<file path="src/rtl/vram_fill_controller_if.sv">
// Handshake/bus bundle for vram_fill_controller: fill config/status, CPU side and VRAM side.
// slave = the controller; master = the agent driving config/CPU and returning VRAM read data.
interface vram_fill_controller_if #(
    parameter int ADDR_W = 14,
    parameter int DATA_W = 8
);
    logic              cfg_start;
    logic              cfg_abort;
    logic [ADDR_W-1:0] cfg_base;
    logic [ADDR_W-1:0] cfg_len;
    logic [7:0]        cfg_step;
    logic [DATA_W-1:0] cfg_value;

    logic              busy;
    logic              done;
    logic              err;
    logic              aborted;
    logic [ADDR_W-1:0] remaining;

    logic              cpu_req;
    logic [ADDR_W-1:0] cpu_addr;
    logic [DATA_W-1:0] cpu_d;
    logic              cpu_we;
    logic [DATA_W-1:0] cpu_q;

    logic [ADDR_W-1:0] vram_addr;
    logic [DATA_W-1:0] vram_d;
    logic              vram_we;
    logic [DATA_W-1:0] vram_q;

    modport slave (
        input  cfg_start, cfg_abort, cfg_base, cfg_len, cfg_step, cfg_value,
        input  cpu_req, cpu_addr, cpu_d, cpu_we, vram_q,
        output busy, done, err, aborted, remaining,
        output cpu_q, vram_addr, vram_d, vram_we
    );

    modport master (
        output cfg_start, cfg_abort, cfg_base, cfg_len, cfg_step, cfg_value,
        output cpu_req, cpu_addr, cpu_d, cpu_we, vram_q,
        input  busy, done, err, aborted, remaining,
        input  cpu_q, vram_addr, vram_d, vram_we
    );
endinterface

</file>
<file path="src/rtl/vram_fill_controller.sv">
// Strided constant-fill engine sharing one VRAM CPU port; first write 2 cycles after start, done 1 cycle after last write.
// The CPU always wins the port: the engine stalls (holds cur/remaining) in any cycle with cpu_req high.
module vram_fill_controller #(
    parameter int ADDR_W = 14,
    parameter int DATA_W = 8,
    parameter int WORDS  = 8194
) (
    input  logic                  clk,
    input  logic                  reset,
    vram_fill_controller_if.slave bus
);
    localparam int EXT_W = ADDR_W + 9;
    localparam logic [EXT_W-1:0] LAST_ADDR = EXT_W'(WORDS - 1);

    typedef enum logic [1:0] {
        IDLE,
        CHECK,
        FILL,
        FINISH
    } state_t;

    state_t            state_q;
    logic [ADDR_W-1:0] base_q;
    logic [ADDR_W-1:0] len_q;
    logic [7:0]        step_q;
    logic [DATA_W-1:0] value_q;
    logic [ADDR_W-1:0] cur_q;
    logic [ADDR_W-1:0] rem_q;
    logic              busy_q;
    logic              done_q;
    logic              err_q;
    logic              aborted_q;

    logic [EXT_W-1:0]  end_addr_d;
    logic              range_bad_d;
    logic              engine_wr_d;

    // Widened so (len-1)*step can never wrap before the bound compare.
    always_comb begin
        end_addr_d  = EXT_W'(base_q) + EXT_W'(len_q - ADDR_W'(1)) * EXT_W'(step_q);
        range_bad_d = (end_addr_d > LAST_ADDR);
    end

    always_ff @(posedge clk or posedge reset) begin
        if (reset) begin
            state_q   <= IDLE;
            base_q    <= '0;
            len_q     <= '0;
            step_q    <= '0;
            value_q   <= '0;
            cur_q     <= '0;
            rem_q     <= '0;
            busy_q    <= 1'b0;
            done_q    <= 1'b0;
            err_q     <= 1'b0;
            aborted_q <= 1'b0;
        end else begin
            done_q    <= 1'b0;
            err_q     <= 1'b0;
            aborted_q <= 1'b0;
            case (state_q)
                IDLE: begin
                    if (bus.cfg_start && !bus.cfg_abort) begin
                        base_q  <= bus.cfg_base;
                        len_q   <= bus.cfg_len;
                        step_q  <= bus.cfg_step;
                        value_q <= bus.cfg_value;
                        busy_q  <= 1'b1;
                        state_q <= CHECK;
                    end
                end
                CHECK: begin
                    if (bus.cfg_abort) begin
                        aborted_q <= 1'b1;
                        busy_q    <= 1'b0;
                        state_q   <= IDLE;
                    end else if (len_q == '0) begin
                        done_q  <= 1'b1;
                        state_q <= FINISH;
                    end else if (range_bad_d) begin
                        err_q   <= 1'b1;
                        busy_q  <= 1'b0;
                        state_q <= IDLE;
                    end else begin
                        cur_q   <= base_q;
                        rem_q   <= len_q;
                        state_q <= FILL;
                    end
                end
                FILL: begin
                    if (bus.cfg_abort) begin
                        aborted_q <= 1'b1;
                        busy_q    <= 1'b0;
                        state_q   <= IDLE;
                    end else if (!bus.cpu_req) begin
                        cur_q <= cur_q + ADDR_W'(step_q);
                        rem_q <= rem_q - ADDR_W'(1);
                        if (rem_q == ADDR_W'(1)) begin
                            done_q  <= 1'b1;
                            state_q <= FINISH;
                        end
                    end
                end
                FINISH: begin
                    busy_q  <= 1'b0;
                    state_q <= IDLE;
                end
                default: begin
                    busy_q  <= 1'b0;
                    state_q <= IDLE;
                end
            endcase
        end
    end

    assign engine_wr_d = (state_q == FILL) && !bus.cpu_req;

    // Write enable is gated by reset so an in-flight engine write never lands.
    always_comb begin
        bus.vram_addr = bus.cpu_addr;
        bus.vram_d    = bus.cpu_d;
        bus.vram_we   = bus.cpu_we;
        if (engine_wr_d) begin
            bus.vram_addr = cur_q;
            bus.vram_d    = value_q;
            bus.vram_we   = 1'b1;
        end
        if (reset) begin
            bus.vram_we = 1'b0;
        end
    end

    assign bus.cpu_q     = bus.vram_q;
    assign bus.busy      = busy_q;
    assign bus.done      = done_q;
    assign bus.err       = err_q;
    assign bus.aborted   = aborted_q;
    assign bus.remaining = rem_q;
endmodule

</file>
<file path="src/flat_wrapper.sv">
// flat-port wrapper written by rule: the top's interface ports become plain ports
module vram_fill_controller_flat 
#(
    parameter int ADDR_W = 14,
    parameter int DATA_W = 8,
    parameter int WORDS  = 8194
)
  (clk, reset, bus_cfg_start, bus_cfg_abort, bus_cfg_base, bus_cfg_len, bus_cfg_step, bus_cfg_value, bus_cpu_req, bus_cpu_addr, bus_cpu_d, bus_cpu_we, bus_vram_q, bus_busy, bus_done, bus_err, bus_aborted, bus_remaining, bus_cpu_q, bus_vram_addr, bus_vram_d, bus_vram_we);
  vram_fill_controller_if #(.ADDR_W(ADDR_W), .DATA_W(DATA_W)) bus_i ();
  input  logic clk;
  input  logic reset;
  input wire logic [$bits(bus_i.cfg_start)-1:0] bus_cfg_start;
  input wire logic [$bits(bus_i.cfg_abort)-1:0] bus_cfg_abort;
  input wire logic [$bits(bus_i.cfg_base)-1:0] bus_cfg_base;
  input wire logic [$bits(bus_i.cfg_len)-1:0] bus_cfg_len;
  input wire logic [$bits(bus_i.cfg_step)-1:0] bus_cfg_step;
  input wire logic [$bits(bus_i.cfg_value)-1:0] bus_cfg_value;
  input wire logic [$bits(bus_i.cpu_req)-1:0] bus_cpu_req;
  input wire logic [$bits(bus_i.cpu_addr)-1:0] bus_cpu_addr;
  input wire logic [$bits(bus_i.cpu_d)-1:0] bus_cpu_d;
  input wire logic [$bits(bus_i.cpu_we)-1:0] bus_cpu_we;
  input wire logic [$bits(bus_i.vram_q)-1:0] bus_vram_q;
  output wire logic [$bits(bus_i.busy)-1:0] bus_busy;
  output wire logic [$bits(bus_i.done)-1:0] bus_done;
  output wire logic [$bits(bus_i.err)-1:0] bus_err;
  output wire logic [$bits(bus_i.aborted)-1:0] bus_aborted;
  output wire logic [$bits(bus_i.remaining)-1:0] bus_remaining;
  output wire logic [$bits(bus_i.cpu_q)-1:0] bus_cpu_q;
  output wire logic [$bits(bus_i.vram_addr)-1:0] bus_vram_addr;
  output wire logic [$bits(bus_i.vram_d)-1:0] bus_vram_d;
  output wire logic [$bits(bus_i.vram_we)-1:0] bus_vram_we;
  assign bus_i.cfg_start = bus_cfg_start;
  assign bus_i.cfg_abort = bus_cfg_abort;
  assign bus_i.cfg_base = bus_cfg_base;
  assign bus_i.cfg_len = bus_cfg_len;
  assign bus_i.cfg_step = bus_cfg_step;
  assign bus_i.cfg_value = bus_cfg_value;
  assign bus_i.cpu_req = bus_cpu_req;
  assign bus_i.cpu_addr = bus_cpu_addr;
  assign bus_i.cpu_d = bus_cpu_d;
  assign bus_i.cpu_we = bus_cpu_we;
  assign bus_i.vram_q = bus_vram_q;
  assign bus_busy = bus_i.busy;
  assign bus_done = bus_i.done;
  assign bus_err = bus_i.err;
  assign bus_aborted = bus_i.aborted;
  assign bus_remaining = bus_i.remaining;
  assign bus_cpu_q = bus_i.cpu_q;
  assign bus_vram_addr = bus_i.vram_addr;
  assign bus_vram_d = bus_i.vram_d;
  assign bus_vram_we = bus_i.vram_we;
  vram_fill_controller #(.ADDR_W(ADDR_W), .DATA_W(DATA_W), .WORDS(WORDS)) u_core (.clk(clk), .reset(reset), .bus(bus_i));
endmodule
</file>
<file path="config.mk">
export PLATFORM = sky130hd
export DESIGN_NAME = vram_fill_controller_flat
export DESIGN_NICKNAME = d
export VERILOG_FILES = /design/src/rtl/vram_fill_controller_if.sv /design/src/rtl/vram_fill_controller.sv /design/src/flat_wrapper.sv
export SDC_FILE = /design/constraint.sdc
export NUM_CORES = 1
export LEC_CHECK = 0
export BUFFER_PORTS_ARGS = -buffer_cell sky130_fd_sc_hd__buf_4
export CORE_UTILIZATION = 65
export CTS_CLUSTER_DIAMETER = 50
export DETAILED_ROUTE_END_ITERATION = 16
export GPL_TIMING_DRIVEN = 0
export HOLD_SLACK_MARGIN = 0.15
export PLACE_DENSITY = 0.89
export SLEW_MARGIN = 30
export SYNTH_ARGS = -nofsm -noshare
export SYNTH_HDL_FRONTEND = slang
export SYNTH_SLANG_ARGS = --single-unit
</file>
<file path="constraint.sdc">
create_clock -name clk -period 19.2 [get_ports clk]
set_input_delay 2.88 -clock clk [delete_from_list [all_inputs] [get_ports clk]]
set_output_delay 2.88 -clock clk [all_outputs]
set_load 0.005 [all_outputs]
</file>
Yosys cells after proc, flatten, opt, wreduce, memory -nomap -nowiden
Index checks and enable logic that the tools add are counted.

operators by class
  muxes and demuxes = 42
  multipliers = 1
  add/sub/neg operators = 4
  eq/ne operators = 15
  reductions and logical operators = 12
  magnitude comparators = 1

operators with widths
  kind                                                              number
  2-to-1 mux 14 bit                                                 11
  one-hot mux 14 bit (2 select lines)                               2
  adder 14 x 23 -> 23 bit                                           1
  greater-than comparator 23 x 14 -> 1 bit (second input constant)  1
  multiplier 23 x 8 -> 23 bit                                       1
  2-to-1 mux 1 bit                                                  18
  subtractor 14 x 1 -> 15 bit (second input constant)               1
  adder 14 x 8 -> 14 bit                                            1
  == test 14 x 1 -> 1 bit (second input constant)                   1
  zero test 14 bit                                                  1
  2-to-1 mux 2 bit                                                  7
  subtractor 14 x 1 -> 14 bit (second input constant)               1
  inequality test 2 bit (second input constant)                     6
  2-to-1 mux 8 bit                                                  1
  one-hot mux 2 bit (4 select lines)                                1
  inequality test 3 x 2 -> 1 bit (second input constant)            2
  inequality test 3 bit (second input constant)                     2
  AND reduction 6 bit                                               1
  == test 2 bit (second input constant)                             2
  one-hot mux 1 bit (4 select lines)                                1
  AND reduction 4 bit                                               1
  AND reduction 3 bit                                               1
  == test 2 x 1 -> 1 bit (second input constant)                    1
  logical AND 1 bit                                                 2
  other kinds (7)                                                   8

storage, ports and cells
  register bits = 78

Longest topological paths before layout
  word-level depth = 8
  mapped depth = 27
  mapped depth without buffers = 24

Worst setup path before layout
OpenSTA, ideal clock, no wires.

  path kind = reg2reg
  from = reg u_core.len_q[2]
  to = reg u_core.rem_q[0], in the netlist u_core.bus.remaining[0]
  arrival = 6.735 ns
  data required time = 19.066 ns
  clock period less this slack = 6.870 ns
  slack = 12.330 ns
  stages on the path, launching flop included = 26
  path buffers = 3
  cell sequence = dfrtp_1 > clkbuf_1 > nor4_1 > nand3_1 > nor3_1 > xor2_1 > nand2_1 > fa_1 > inv_1 > fa_1 > fa_1 > inv_1 > fa_1 > inv_1 > ha_1 > clkbuf_1 > a211o_1 > a21o_1 > a221o_1 > a21oi_1 > nand3_1 > a211o_1 > o41a_1 > clkbuf_1 > o31ai_1 > o31ai_2

between the ends
  word-level cells in the longest chain between the ends = 6
  elaborated cells on any way between the ends = 8
  those cells by class = add/sub (2); mul (1); order compare (1); eq/ne (2); reduce/logical (2)

ends and longest elaborated chain
  item                                      line                        source
  start, declared                           vram_fill_controller.sv:24  logic [ADDR_W-1:0] len_q;
  start signal, assigned                    vram_fill_controller.sv:65  len_q <= bus.cfg_len;
  subtractor 14 x 1 -> 15 bit               vram_fill_controller.sv:40  end_addr_d = EXT_W'(base_q) + EXT_W'(len_q - ADDR_W'(1)) * EXT_W'(step_q);
  multiplier 23 x 8 -> 23 bit               vram_fill_controller.sv:40
  adder 14 x 23 -> 23 bit                   vram_fill_controller.sv:40
  greater-than comparator 23 x 14 -> 1 bit  vram_fill_controller.sv:41  range_bad_d = (end_addr_d > LAST_ADDR);
  inequality test 2 bit (no source line)    n/a
  AND reduction 6 bit (no source line) (*)  n/a
  end signal, assigned                      vram_fill_controller.sv:86  rem_q <= len_q;
  end signal, assigned                      vram_fill_controller.sv:97  rem_q <= rem_q - ADDR_W'(1);
  end, declared                             vram_fill_controller.sv:28  logic [ADDR_W-1:0] rem_q;

Mark *: on every way between the ends. The rest lies on a longest branch, timed or not.
A chain may end at the register's enable or synchronous reset.

Worst setup path in the final report
  from = reg u_core.len_q[0]
  to = reg u_core.rem_q[2], in the netlist u_core.bus.remaining[2]

Same word-level chain as after synthesis.

==> results.md <==
- Min Clock Period, post-route: 8.157 ns
- Syn-to-layout area delta: 15.41%
- Final period utilization: 42.49%
- Crit Path Max Fanout: 10
- Clock tree root buffer cell: clkbuf_16
- Worst-path clk slew: 0.06 ns
- RSZ-0062 raised after global routing: false
- Worst Reg2Reg Path Length in Cells: 25
- Met2 routed WL: 12310 um
- Syn Nets: 1281
- Die area: 0.01514 sq mm
- Die W: 123.1 um
- Worst hold stages: 1
- Placer congestion estimate: 0.9676
- Met3 wire length: about 2300 um
- Async SR Flop Fraction: 100.0%
- DIE HEIGHT: 123.1 um
- Post-Route Setup TNS: 0 ns
- Hold Path Class: reg2reg
- I/O Pins: about 130
- Skew-Pair Late Insertion Delay: 0.34 ns
- Post-route cell area: 0.01099 sq mm
- DR top layer: met4
- Vias in the first global route: ~8500
- M1 WL: 10050 um
- ANT cells: 0
- Mean post-synth cell area: between 9 and 10 sq um
- Status: complete, no violations
- Fraction of layout cells with a size suffix above 1: 18.78%
- First-pass GRT wire length: 41530 um
- Worst EP required: 19.39 ns
- Port Buffers: between 100 and 150
- Post-CTS sizing: 0
- CTS Sinks: 78
- Max Cap Viol: 0
- Drt first pass iters: 5
- Remaining Overflow, GRT: 0
- Cells after Synth: 1041
- Max Fclk: between 0.1 and 0.15 GHz
- Startpoint Class: flop
- DR vias: 8313
- CTS Buffer Depth: 2
- Pins Over Slew Limit: 0
- R2R Setup Slk: 11.04 ns
- Number of DRC markers in iteration 0: 687
- Htree depth: 3
- Total track usage: 35.84%
- Max_slew headroom: 31.40%
- Main flop type after synthesis: dfrtp_1
- Arrival @ worst endpoint: 8.35 ns
- Cell Area, Synth: 0.009525 sq mm
- CP Capture Type: flop
- DR WL/cell: between 15 and 20 um
- Dpl cell area: approximately 0.011 sq mm
- Worst hold start: u_core.value_q[3]
- Drt total wl: 25480 um
- # nets final: 1412
- Setup crit start: u_core.len_q[0]
- Residual DRC: 0
- Synth unique cells: 70
- Reg-to-reg endpoint: u_core.bus.remaining[2]
- EDFF count, synth: 0
- Post-CTS Setup Bufs: 0
- Kind of critical path: reg2reg
- Clk_skew: 0.009027 ns
- Register bit count reported by yosys: 78
- Crit path to: u_core.bus.remaining[2]
- Dpl hpwl: 20170 um
- Initial Util: 67.58%
- CTS buffer count: 9
- Sequential area share after synthesis: about a fifth
- Antenna-violating nets left: 0
- CTS tree: yes
- Hold_buf cts: 0
- Syn. warnings: 0
- Largest net degree at the start of global routing: 42
- Worst slew pin tran: 1.020 ns
- RR Startpoint: u_core.len_q[0]
- Initial antenna violation count: 0
- Final Hold Viols: 0
- CORE AREA: 0.01410 sq mm
- Setup Viol. Count Final: 0
- Core Rows: 43
- Fill cells: 940
- Via/cell ratio: 6.126
-- sequential cells by signal, summed over array words and instances (netlist names) --
register and flops:
u_core.value_q 8, u_core.bus.remaining 14, u_core.base_q 14, u_core.bus.done 1, u_core.len_q 14, u_core.step_q 8
u_core.state_q 2, u_core.bus.err 1, u_core.cur_q 14, u_core.bus.busy 1, u_core.bus.aborted 1
-- worst min-delay path by stage --
stage | end | slack, ns
finish | u_core.value_q[3] | 0.51
global route | u_core.value_q[6] | 0.53
CTS | u_core.value_q[3] | 0.51
detailed placement | u_core.value_q[5] | 0.49
global placement | u_core.value_q[7] | 0.48
floorplan | u_core.value_q[0] | 0.47
-- per-stage QoR --
stage	std cells	hold slack, ns	utilization [%]	worst slack [ns]
floorplan	1041	0.4737	-	12.33
global placement	1340	0.4836	75.51	11.45
detailed placement	1341	0.4923	75.67	11.22
CTS	1357	0.5073	77.98	11.19
global route	1357	0.5291	77.99	10.75
finish	1357	0.5083	77.99	11.04
-- kinds of logic (layout without fill, tap and decap cells) --
family                   count (synthesis)  count (layout)  share of synthesized area [%]
flip-flops                              78              78                          20.49
XOR/XNOR                                29              29                          2.666
multiplexers                            79              79                          9.208
adder cells (fa/ha/maj)                160             160                          29.76
AND/OR/NAND/NOR                        293             293                          15.96
buffers and inverters                  224             360                          9.234
AO/OA/AOI/OAI                          178             178                          12.68
-- critical path, stage by stage, from the launching register on --
cell and delay, ns:
dfrtp_1 0.34, clkbuf_1 0.50, inv_1 0.29, ha_1 0.33, nand2_1 0.11, nor3_1 0.06
xnor2_1 0.59, nor2b_1 0.15, fa_1 0.53, fa_1 0.51, fa_1 0.55, inv_1 0.06
fa_1 0.53, inv_1 0.04, ha_1 0.28, clkbuf_1 0.19, a211o_1 0.31, a21o_1 0.19
a221o_1 0.35, a21oi_1 0.24, nand3_1 0.18, a211o_1 0.36, o41a_1 0.44, clkbuf_1 0.33
o31ai_1 0.35, o211ai_1 0.16
-- metal layers --
layer / vias up / global-route usage, %
li1: 3721 / -
met1: 4041 / 45.95
met2: 458 / 60.85
met3: 93 / 5.720
met4: 0 / 14.53
met5: - / 0
-- cell usage after synthesis, types with 4 or more instances --
| cell | n | share of area [%] |
|---|---|---|
| a211oi_1 | 9 | 0.71 |
| mux2_2 | 67 | 7.9 |
| clkbuf_1 | 39 | 1.5 |
| and3_1 | 9 | 0.59 |
| o211a_1 | 4 | 0.42 |
| o211ai_1 | 12 | 0.95 |
| xor2_1 | 12 | 1.1 |
| fa_1 | 111 | 23 |
| a211o_1 | 5 | 0.46 |
| dfrtp_1 | 78 | 20 |
| a21o_1 | 11 | 0.87 |
| nand3_1 | 20 | 1.1 |
| buf_4 | 8 | 0.63 |
| o21ai_0 | 29 | 1.5 |
| a22oi_1 | 4 | 0.32 |
| mux2i_1 | 10 | 1.1 |
| nand2_1 | 68 | 2.7 |
| nor3_1 | 17 | 0.89 |
| a31oi_1 | 7 | 0.46 |
| o21ai_1 | 10 | 0.53 |
| inv_1 | 174 | 6.9 |
| or3_1 | 6 | 0.39 |
| nand4_1 | 6 | 0.39 |
| and2_1 | 41 | 2.7 |
| nor2b_1 | 39 | 2.6 |
| xnor2_1 | 17 | 1.6 |
| nor4_1 | 11 | 0.72 |
| ha_1 | 49 | 6.4 |
| o31ai_1 | 12 | 0.95 |
| a21oi_1 | 37 | 1.9 |
| nor2_1 | 47 | 1.9 |
| nand2b_1 | 14 | 0.92 |
-- area by class of cell --
type | count | area (sq um) | share of cell area, %
Buffer | 50 | 226.5 | 2.060
Clock inverter | 5 | 82.58 | 0.7512
Inverter | 174 | 655.6 | 5.964
Timing Repair Buffer | 120 | 913.4 | 8.309
Clock buffer | 11 | 242.7 | 2.208
Multi-Input combinational cell | 739 | 6695 | 60.90
Tap cell | 180 | 225.2 | 2.049
Sequential cell | 78 | 1952 | 17.76
-- layout by cell type (no fill, tap or decap), types with 11 or more instances in the layout --
cell,netlist,final
nor2b_1,39,39
o211ai_1,12,12
xnor2_1,17,17
buf_4,8,127
nand2_1,68,68
nor3_1,17,17
a21o_1,11,11
and2_1,41,41
dfrtp_1,78,78
a21oi_1,37,37
inv_1,174,173
o21ai_0,29,29
mux2_2,67,67
xor2_1,12,12
clkbuf_1,39,40
ha_1,49,49
fa_1,111,111
nor2_1,47,47
nand2b_1,14,14
nand3_1,20,20
o31ai_1,12,12
nor4_1,11,11
Power is left out: the tool's default activity adds up to more than one toggle a clock period on the data nets, which glitch-free logic cannot reach.
